===== src/rtl/uart_pkg.sv =====
// Shared UART definitions: receive state encoding and frame constants.
// Intended for both the receiver and the transmitter so frame format stays in one place.
package uart_pkg;

  localparam int   UART_DATA_BITS  = 8;
  localparam logic UART_IDLE_LEVEL = 1'b1;

  typedef enum logic [2:0] {
    IDLE,
    START,
    DATA,
    STOP,
    RECOVER
  } uart_rx_state_t;

endpackage


===== src/rtl/sync_2ff.sv =====
// Two-flop synchronizer for a single asynchronous input.
// RESET_VALUE should match the input's idle level so reset does not look like an edge.
module sync_2ff #(
  parameter logic RESET_VALUE = 1'b1
) (
  input  logic clk,
  input  logic reset,
  input  logic d,
  output logic q
);

  logic meta_reg;
  logic sync_reg;

  always_ff @(posedge clk or negedge reset) begin
    if (!reset) begin
      meta_reg <= RESET_VALUE;
      sync_reg <= RESET_VALUE;
    end else begin
      meta_reg <= d;
      sync_reg <= meta_reg;
    end
  end

  assign q = sync_reg;

endmodule


===== src/rtl/uart_receiver.sv =====
// 8N1 UART receiver with a single-entry holding register and valid/ack handshake.
// Bit timing matches the transmitter's WAIT so loopback is bit-exact.
module uart_receiver
  import uart_pkg::*;
#(
  parameter int WAIT = 868
) (
  input  logic                      clk,
  input  logic                      reset,
  input  logic                      uart_rx,
  input  logic                      ack,
  output logic [UART_DATA_BITS-1:0] data,
  output logic                      valid,
  output logic                      busy,
  output logic                      frame_error,
  output logic                      overrun
);

  localparam int            CW        = $clog2(WAIT) + 1;
  localparam logic [CW-1:0] HALF_LAST = CW'(WAIT / 2 - 1);
  localparam logic [CW-1:0] BIT_LAST  = CW'(WAIT - 1);

  logic rx_s;

  sync_2ff #(
    .RESET_VALUE(UART_IDLE_LEVEL)
  ) u_sync (
    .clk  (clk),
    .reset(reset),
    .d    (uart_rx),
    .q    (rx_s)
  );

  uart_rx_state_t            state_reg;
  uart_rx_state_t            state_next;
  logic [CW-1:0]             cnt_reg;
  logic [2:0]                idx_reg;
  logic [UART_DATA_BITS-1:0] shreg_reg;
  logic                      commit_reg;
  logic [UART_DATA_BITS-1:0] data_reg;
  logic                      valid_reg;
  logic                      frame_error_reg;
  logic                      overrun_reg;

  logic start_tick;
  logic bit_tick;

  // State register
  always_ff @(posedge clk or negedge reset) begin
    if (!reset) begin
      state_reg <= IDLE;
    end else begin
      state_reg <= state_next;
    end
  end

  // Next-state logic
  always_comb begin
    state_next = state_reg;
    unique case (state_reg)
      IDLE:    if (!rx_s) state_next = START;
      START:   if (start_tick) state_next = rx_s ? IDLE : DATA;
      DATA:    if (bit_tick && idx_reg == 3'd7) state_next = STOP;
      STOP:    if (bit_tick) state_next = rx_s ? IDLE : RECOVER;
      RECOVER: if (rx_s) state_next = IDLE;
      default: state_next = IDLE;
    endcase
  end

  // Output / strobe decode
  always_comb begin
    busy       = (state_reg != IDLE);
    start_tick = (state_reg == START) && (cnt_reg == HALF_LAST);
    bit_tick   = ((state_reg == DATA) || (state_reg == STOP)) && (cnt_reg == BIT_LAST);
  end

  // Bit timing and shift register; cnt restarts on every state change and every bit sample
  always_ff @(posedge clk or negedge reset) begin
    if (!reset) begin
      cnt_reg    <= '0;
      idx_reg    <= '0;
      shreg_reg  <= '0;
      commit_reg <= 1'b0;
    end else begin
      if (state_reg == IDLE || state_reg == RECOVER || state_next != state_reg || bit_tick) begin
        cnt_reg <= '0;
      end else begin
        cnt_reg <= cnt_reg + 1'b1;
      end

      if (state_reg == START) begin
        idx_reg <= '0;
      end else if (state_reg == DATA && bit_tick) begin
        shreg_reg[idx_reg] <= rx_s;
        idx_reg            <= idx_reg + 3'd1;
      end

      commit_reg <= (state_reg == STOP) && bit_tick && rx_s;
    end
  end

  // Holding register and sticky flags; a commit overrides a same-cycle ack
  always_ff @(posedge clk or negedge reset) begin
    if (!reset) begin
      data_reg        <= '0;
      valid_reg       <= 1'b0;
      frame_error_reg <= 1'b0;
      overrun_reg     <= 1'b0;
    end else begin
      if (ack) begin
        valid_reg       <= 1'b0;
        frame_error_reg <= 1'b0;
        overrun_reg     <= 1'b0;
      end

      if (commit_reg) begin
        if (!valid_reg || ack) begin
          data_reg  <= shreg_reg;
          valid_reg <= 1'b1;
        end else begin
          overrun_reg <= 1'b1;
        end
      end

      if (state_reg == STOP && bit_tick && !rx_s) begin
        frame_error_reg <= 1'b1;
      end
    end
  end

  assign data        = data_reg;
  assign valid       = valid_reg;
  assign frame_error = frame_error_reg;
  assign overrun     = overrun_reg;

endmodule


===== config.mk =====
export PLATFORM = sky130hd
export DESIGN_NAME = uart_receiver
export DESIGN_NICKNAME = d
export VERILOG_FILES = /design/src/rtl/uart_pkg.sv /design/src/rtl/sync_2ff.sv /design/src/rtl/uart_receiver.sv
export SDC_FILE = /design/constraint.sdc
export NUM_CORES = 1
export LEC_CHECK = 0
export ABC_CLOCK_PERIOD_IN_PS = 2100
export BUFFER_PORTS_ARGS = -buffer_cell sky130_fd_sc_hd__clkbuf_2
export CORE_ASPECT_RATIO = 1.4
export CORE_MARGIN = 1.5
export CORE_UTILIZATION = 52
export DETAILED_ROUTE_END_ITERATION = 8
export HOLD_SLACK_MARGIN = 0.03
export PLACE_DENSITY = 0.68
export SLEW_MARGIN = 20
export SYNTH_ARGS = -nofsm -noshare
export SYNTH_HDL_FRONTEND = slang
export SYNTH_SLANG_ARGS = --single-unit

===== constraint.sdc =====
create_clock -name clk -period 2.1 [get_ports clk]
set_clock_uncertainty 0.15 [all_clocks]
set_input_delay 0.105 -clock clk [delete_from_list [all_inputs] [get_ports clk]]
set_output_delay 0.105 -clock clk [all_outputs]
set_load 0.01 [all_outputs]

* After elaboration in Yosys (flattened, before gate mapping)
Cells that the tools add are included.
** Cells by class
- Add/subtract/negate cells :: 2
- Order comparisons :: 2
- Equality and inequality tests :: 8
- Muxes and demuxes :: 22
- Bitwise logic cells :: 1
- Reduce and logical (&&, ||, !) cells :: 21
** Operators by type and width (count)
- 2-to-1 mux 3 bit :: 8
- case mux 3 bit (5 select lines) :: 1
- adder 11 x 1 -> 11 bit (second input constant) :: 1
- equality test 11 x 10 -> 1 bit (second input constant) :: 1
- equality test 11 x 9 -> 1 bit (second input constant) :: 1
- 2-to-1 mux 11 bit :: 1
- 2-to-1 mux 1 bit :: 9
- bitwise mux 8 bit :: 1
- logical AND 1 bit :: 8
- equality test 3 x 2 -> 1 bit (second input constant) :: 2
- equality test 3 bit (second input constant) :: 2
- logical OR 1 bit :: 5
- < comparator 3 x 4 -> 1 bit (second input constant) :: 1
- AND reduction 2 bit :: 2
- nonzero test 2 bit :: 2
- adder 3 x 1 -> 3 bit (second input constant) :: 1
- demux 1 bit (select 3 bit) :: 1
- equality test 3 x 1 -> 1 bit (second input constant) :: 1
- >= comparator 3 x 1 -> 1 bit (second input constant) :: 1
- zero test 3 bit :: 1
- inequality test 3 bit :: 1
- nonzero test 3 bit :: 1
- zero test 1 bit :: 2
- 2-to-1 mux 2 bit :: 1
- NOT 1 bit :: 1
** Word-level totals
- Register bits after elaboration :: 39
- Bits of input ports :: 4

* Logic depth before layout (Yosys ltp)
- Depth in word-level cells :: 10
- Depth in mapped cells :: 6
- Mapped depth without buffers :: 6

* By module
A second synthesis with hierarchy kept.
** Unflattened totals
- Cell total of the unflattened synthesis :: 151
- Area, all modules :: 1774.2 um^2
** Modules (own cells, without submodules)
- uart_receiver :: instances 1, cells an instance 149, area an instance 1721.7 um^2, seq. area each 925.9 um^2
- sync_2ff :: instances 1, cells an instance 2, area an instance 52.6 um^2, seq. area each 52.6 um^2

* Worst setup path before layout
No wires, ideal clock.
- Kind :: register -> register
- From :: register cnt_reg[0]
- To :: register shreg_reg[7]
- Arrival time :: 1.466 ns
- Setup slack :: 0.359 ns
- Cell stages (with the launch flop) :: 6
- Clock period less this slack :: 1.741 ns
- Cell sequence :: dfrtp_1 -> ha_1 -> and4_4 -> and4_4 -> nand4_1 -> mux2_4
** On the way
- Cells in the longest elaborated chain, start to end :: 4
** Ends and longest elaborated chain
- start, declared :: RTL line uart_receiver.sv:36 : logic [CW-1:0] cnt_reg;
- start signal, assigned :: RTL line uart_receiver.sv:88 : cnt_reg <= cnt_reg + 1'b1;
- equality test 11 x 10 -> 1 bit :: RTL line uart_receiver.sv:74 : bit_tick = ((state_reg == DATA) || (state_reg == STOP)) && (cnt_reg == BIT_LAST);
- logical AND 1 bit :: RTL line uart_receiver.sv:74
- logical AND 1 bit :: RTL line uart_receiver.sv:93 : end else if (state_reg == DATA && bit_tick) begin
- AND reduction 2 bit (no source line)
- end signal, assigned by index :: RTL line uart_receiver.sv:94 : shreg_reg[idx_reg] <= rx_s;
- end, declared :: RTL line uart_receiver.sv:38 : logic [UART_DATA_BITS-1:0] shreg_reg;
No other way between the ends.
A chain may end at the register's enable or synchronous reset.

* Final worst setup path
- From :: register cnt_reg[0]
- To :: register shreg_reg[6]
Same word-level chain as after synthesis.

==> out/qor.yml <==
clock_tree:
  cts_tree: "yes"
  cts_buffers: 5
  clk_pin_slew_ps: 70
  post_cts_buffers: 0
  worst_skew_pair.late_latency_ps: 280
  root_buffer: "clkbuf_8"
  cts_buffer_depth: 2
  cts.sinks: 39
  post_cts_resized: 0
  ctsHoldBuffers: 3
  htreeDepth: 2
global_routing:
  antenna_found_initial: 0
  overflow: 0
  grt_pass1_wl_um: 5400
  grt.total_usage: 0.198
  grt_pass1_vias: 1232
  grt_max_degree: 21
power_and_ir_drop:
  p_leak_nw: 1.01
  sequentialPowerShare: 0.593
  combPwrFrac: 0.020
  switchingPower_w: 0.000258
  powerDensity_nw_per_um2: 622
  irDropWorstVdd_mv: 0.547
  swShare: 0.202
  clockPowerShare: 0.387
  p_int_w: 0.00102
synthesis:
  synth_area_per_cell_um2: 11.5
  synthCells: 158
  ys.flop_type: "dfrtp_1"
  ys_seq_area_frac: 0.539
  synth_area_um2: 1810
  synth_cell_types: 36
  synth_area_leader_cell: "dfrtp_1"
  synth_area_leaders: "dfrtp_1 (51%), mux2_2 (7.4%), nor2_1 (3.7%)"
  synth_fp_nets: 166
  synth_seq_cells: 39
  synth_top_area_frac: 0.510
  synthArstFlopShare: 1.00
  synth_edf_count: 0
  ys_warn_count: 0
timing:
  max_slew_margin: 0.658
  slew_viol_final: 0
  min_period_ps: 1880
  rsz0062_at_grt: "false"
  hold_viol: 0
  setup-tns-final_ps: 0
  fmax_ghz: 0.532
  setup_violations: 0
  fin_crit_sh: 0.895
  worstMarginPinSlew_ps: 513
worst_setup_path:
  cp.arrival_ps: 1900
  critPathLaunchType: "flip-flop"
  path_delay_family: "simple AND/OR/NAND/NOR gates"
  cp_num_buf_inv: 0
  cp_max_fo: 6
  crit_chain: "ha_1, and4_4, and4_1, nand3_1, mux2_4"
  cp-end-kind: "flip-flop"
  setup.worst_path.class: "reg2reg"
  slowest_stage: "dfrtp_1"
  max_stage_delay_ps: 410
  required_ps: 2120
routing:
  first_pass_iters: 4
  wire_per_inst_um: 14.5
  antenna_left: 0
  drcViolationCount: 0
  via_per_inst: 5.61
  finalWirelength_um: 3200
  drt_iter0_markers: 21
  vias: 1240
outcome:
  status: "finished, final reports clean"
placed_design:
  dp_hpwl_um: 2430
  port_buffers: 15
  placed_cells: 211
  place_congestion: 0.868
layout:
  fin_cells: 221
  synthToLayoutAreaGrowth_pct: 13.2
  diodes: 0
  layout.nets: 189
  final_common_cell: "dfrtp_1"
  nFillCells: 290
  drive_gt1_frac: 0.249
  most-common-layout-cells: "dfrtp_1 (37), nor2_1 (18), clkbuf_2 (15)"
  largest_reg_flops: 11
floorplan:
  initial_core_util: 0.542
  die_y_um: 72.9
  core_area_um2: 3350
  die_area_um2: 3860
  num_rows: 25
  die_x_um: 52.9
  ioPinCount: 16
min_path:
  hold_class: "in2async"
flow_run:
  cap_viol_max_count: 0
## metrics by stage
step	hold slack (ps)	setup WS [ps]	utilization	power [W]	area [µm²]
final	168	221	0.613	0.00128	2050
after global routing	211	108	0.613	0.00134	2050
after CTS	164	226	0.613	0.00130	2050
after detailed placement	-55.1	240	0.578	0.000795	1940
after global placement	-72.2	250	0.578	0.000793	1940
after floorplan	-341	359	-	0.000774	1810
## path summary, 6_finish.rpt
check	start	end	slack [ps]	depth (start not counted)
min in group clk	u_sync.meta_reg$_DFF_PN1_	u_sync.q$_DFF_PN1_	210	0
worst max-delay path	cnt_reg[0]$_DFF_PN0_	shreg_reg[6]$_DFFE_PN0P_	220	5
max in group asynchronous	reset	u_sync.meta_reg$_DFF_PN1_	930	3
worst min register to register	u_sync.meta_reg$_DFF_PN1_	u_sync.q$_DFF_PN1_	210	0
worst min-delay path	reset	frame_error$_DFFE_PN0P_	170	2
worst max register to register	cnt_reg[0]$_DFF_PN0_	shreg_reg[6]$_DFFE_PN0P_	220	5
## worst reg2reg max path, delay by kind of cell (launching register included)
family	cells	cell delay, ps
multiplexers	1	310
flip-flops	1	410
adder cells (fa/ha/maj)	1	230
AND/OR/NAND/NOR	3	670
## power by group through the flow
stage | registers, W | logic, W | clock network (W)
6_report | 0.000758 | 0.0000250 | 0.000494
5_1_grt | 0.000758 | 0.0000300 | 0.000551
4_1_cts | 0.000758 | 0.0000265 | 0.000515
3_5_place_dp | 0.000772 | 0.0000221 | 0
3_3_place_gp | 0.000772 | 0.0000210 | 0
2_1_floorplan | 0.000770 | 0.00000427 | 0
## cell families (layout without fill, tap and decap cells)
logic type | Yosys count | in the layout | synth area share
AOI/OAI and AO/OA | 16 | 16 | 0.0607
xor gates and xnor gates | 9 | 9 | 0.0435
and+or+nand+nor | 67 | 67 | 0.211
adders and majority gates | 4 | 4 | 0.0276
DFF | 39 | 39 | 0.539
buffers and inverters | 7 | 30 | 0.0145
muxes | 16 | 16 | 0.103
## Yosys cell counts, types with 2 or more instances
| master | count |
|---|---|
| dfrtp_1 | 37 |
| clkbuf_1 | 3 |
| xnor2_1 | 2 |
| nand2b_1 | 2 |
| mux2_4 | 2 |
| inv_1 | 4 |
| nand3_1 | 13 |
| nand2_1 | 10 |
| o22ai_1 | 2 |
| a21oi_1 | 6 |
| ha_1 | 4 |
| a32o_1 | 2 |
| nand4_1 | 4 |
| xor2_1 | 7 |
| dfstp_2 | 2 |
| nor2_1 | 18 |
| and4_4 | 2 |
| nor2b_1 | 2 |
| mux2_2 | 12 |
| and4_1 | 3 |
| and3_1 | 4 |
| a31oi_1 | 2 |
| mux2_1 | 2 |
## area by class of cell
type | instances | area [µm²] | area share
clock inverter | 1 | 5.00 | 0.00244
inverter | 4 | 15.0 | 0.00731
tap | 40 | 50.0 | 0.0244
clock buffer | 6 | 82.6 | 0.0402
sequential | 39 | 978 | 0.477
multi-input combinational | 112 | 810 | 0.394
timing repair buffer | 19 | 113 | 0.0548
## metal layers
| layer | GRT usage | part of all wire |
|---|---|---|
| met5 | 0 | 0 |
| met4 | 0.103 | 0.018 |
| met3 | 0.0492 | 0.020 |
| met2 | 0.358 | 0.57 |
| met1 | 0.202 | 0.39 |
Note: power is estimated with default switching activity, not from simulation.
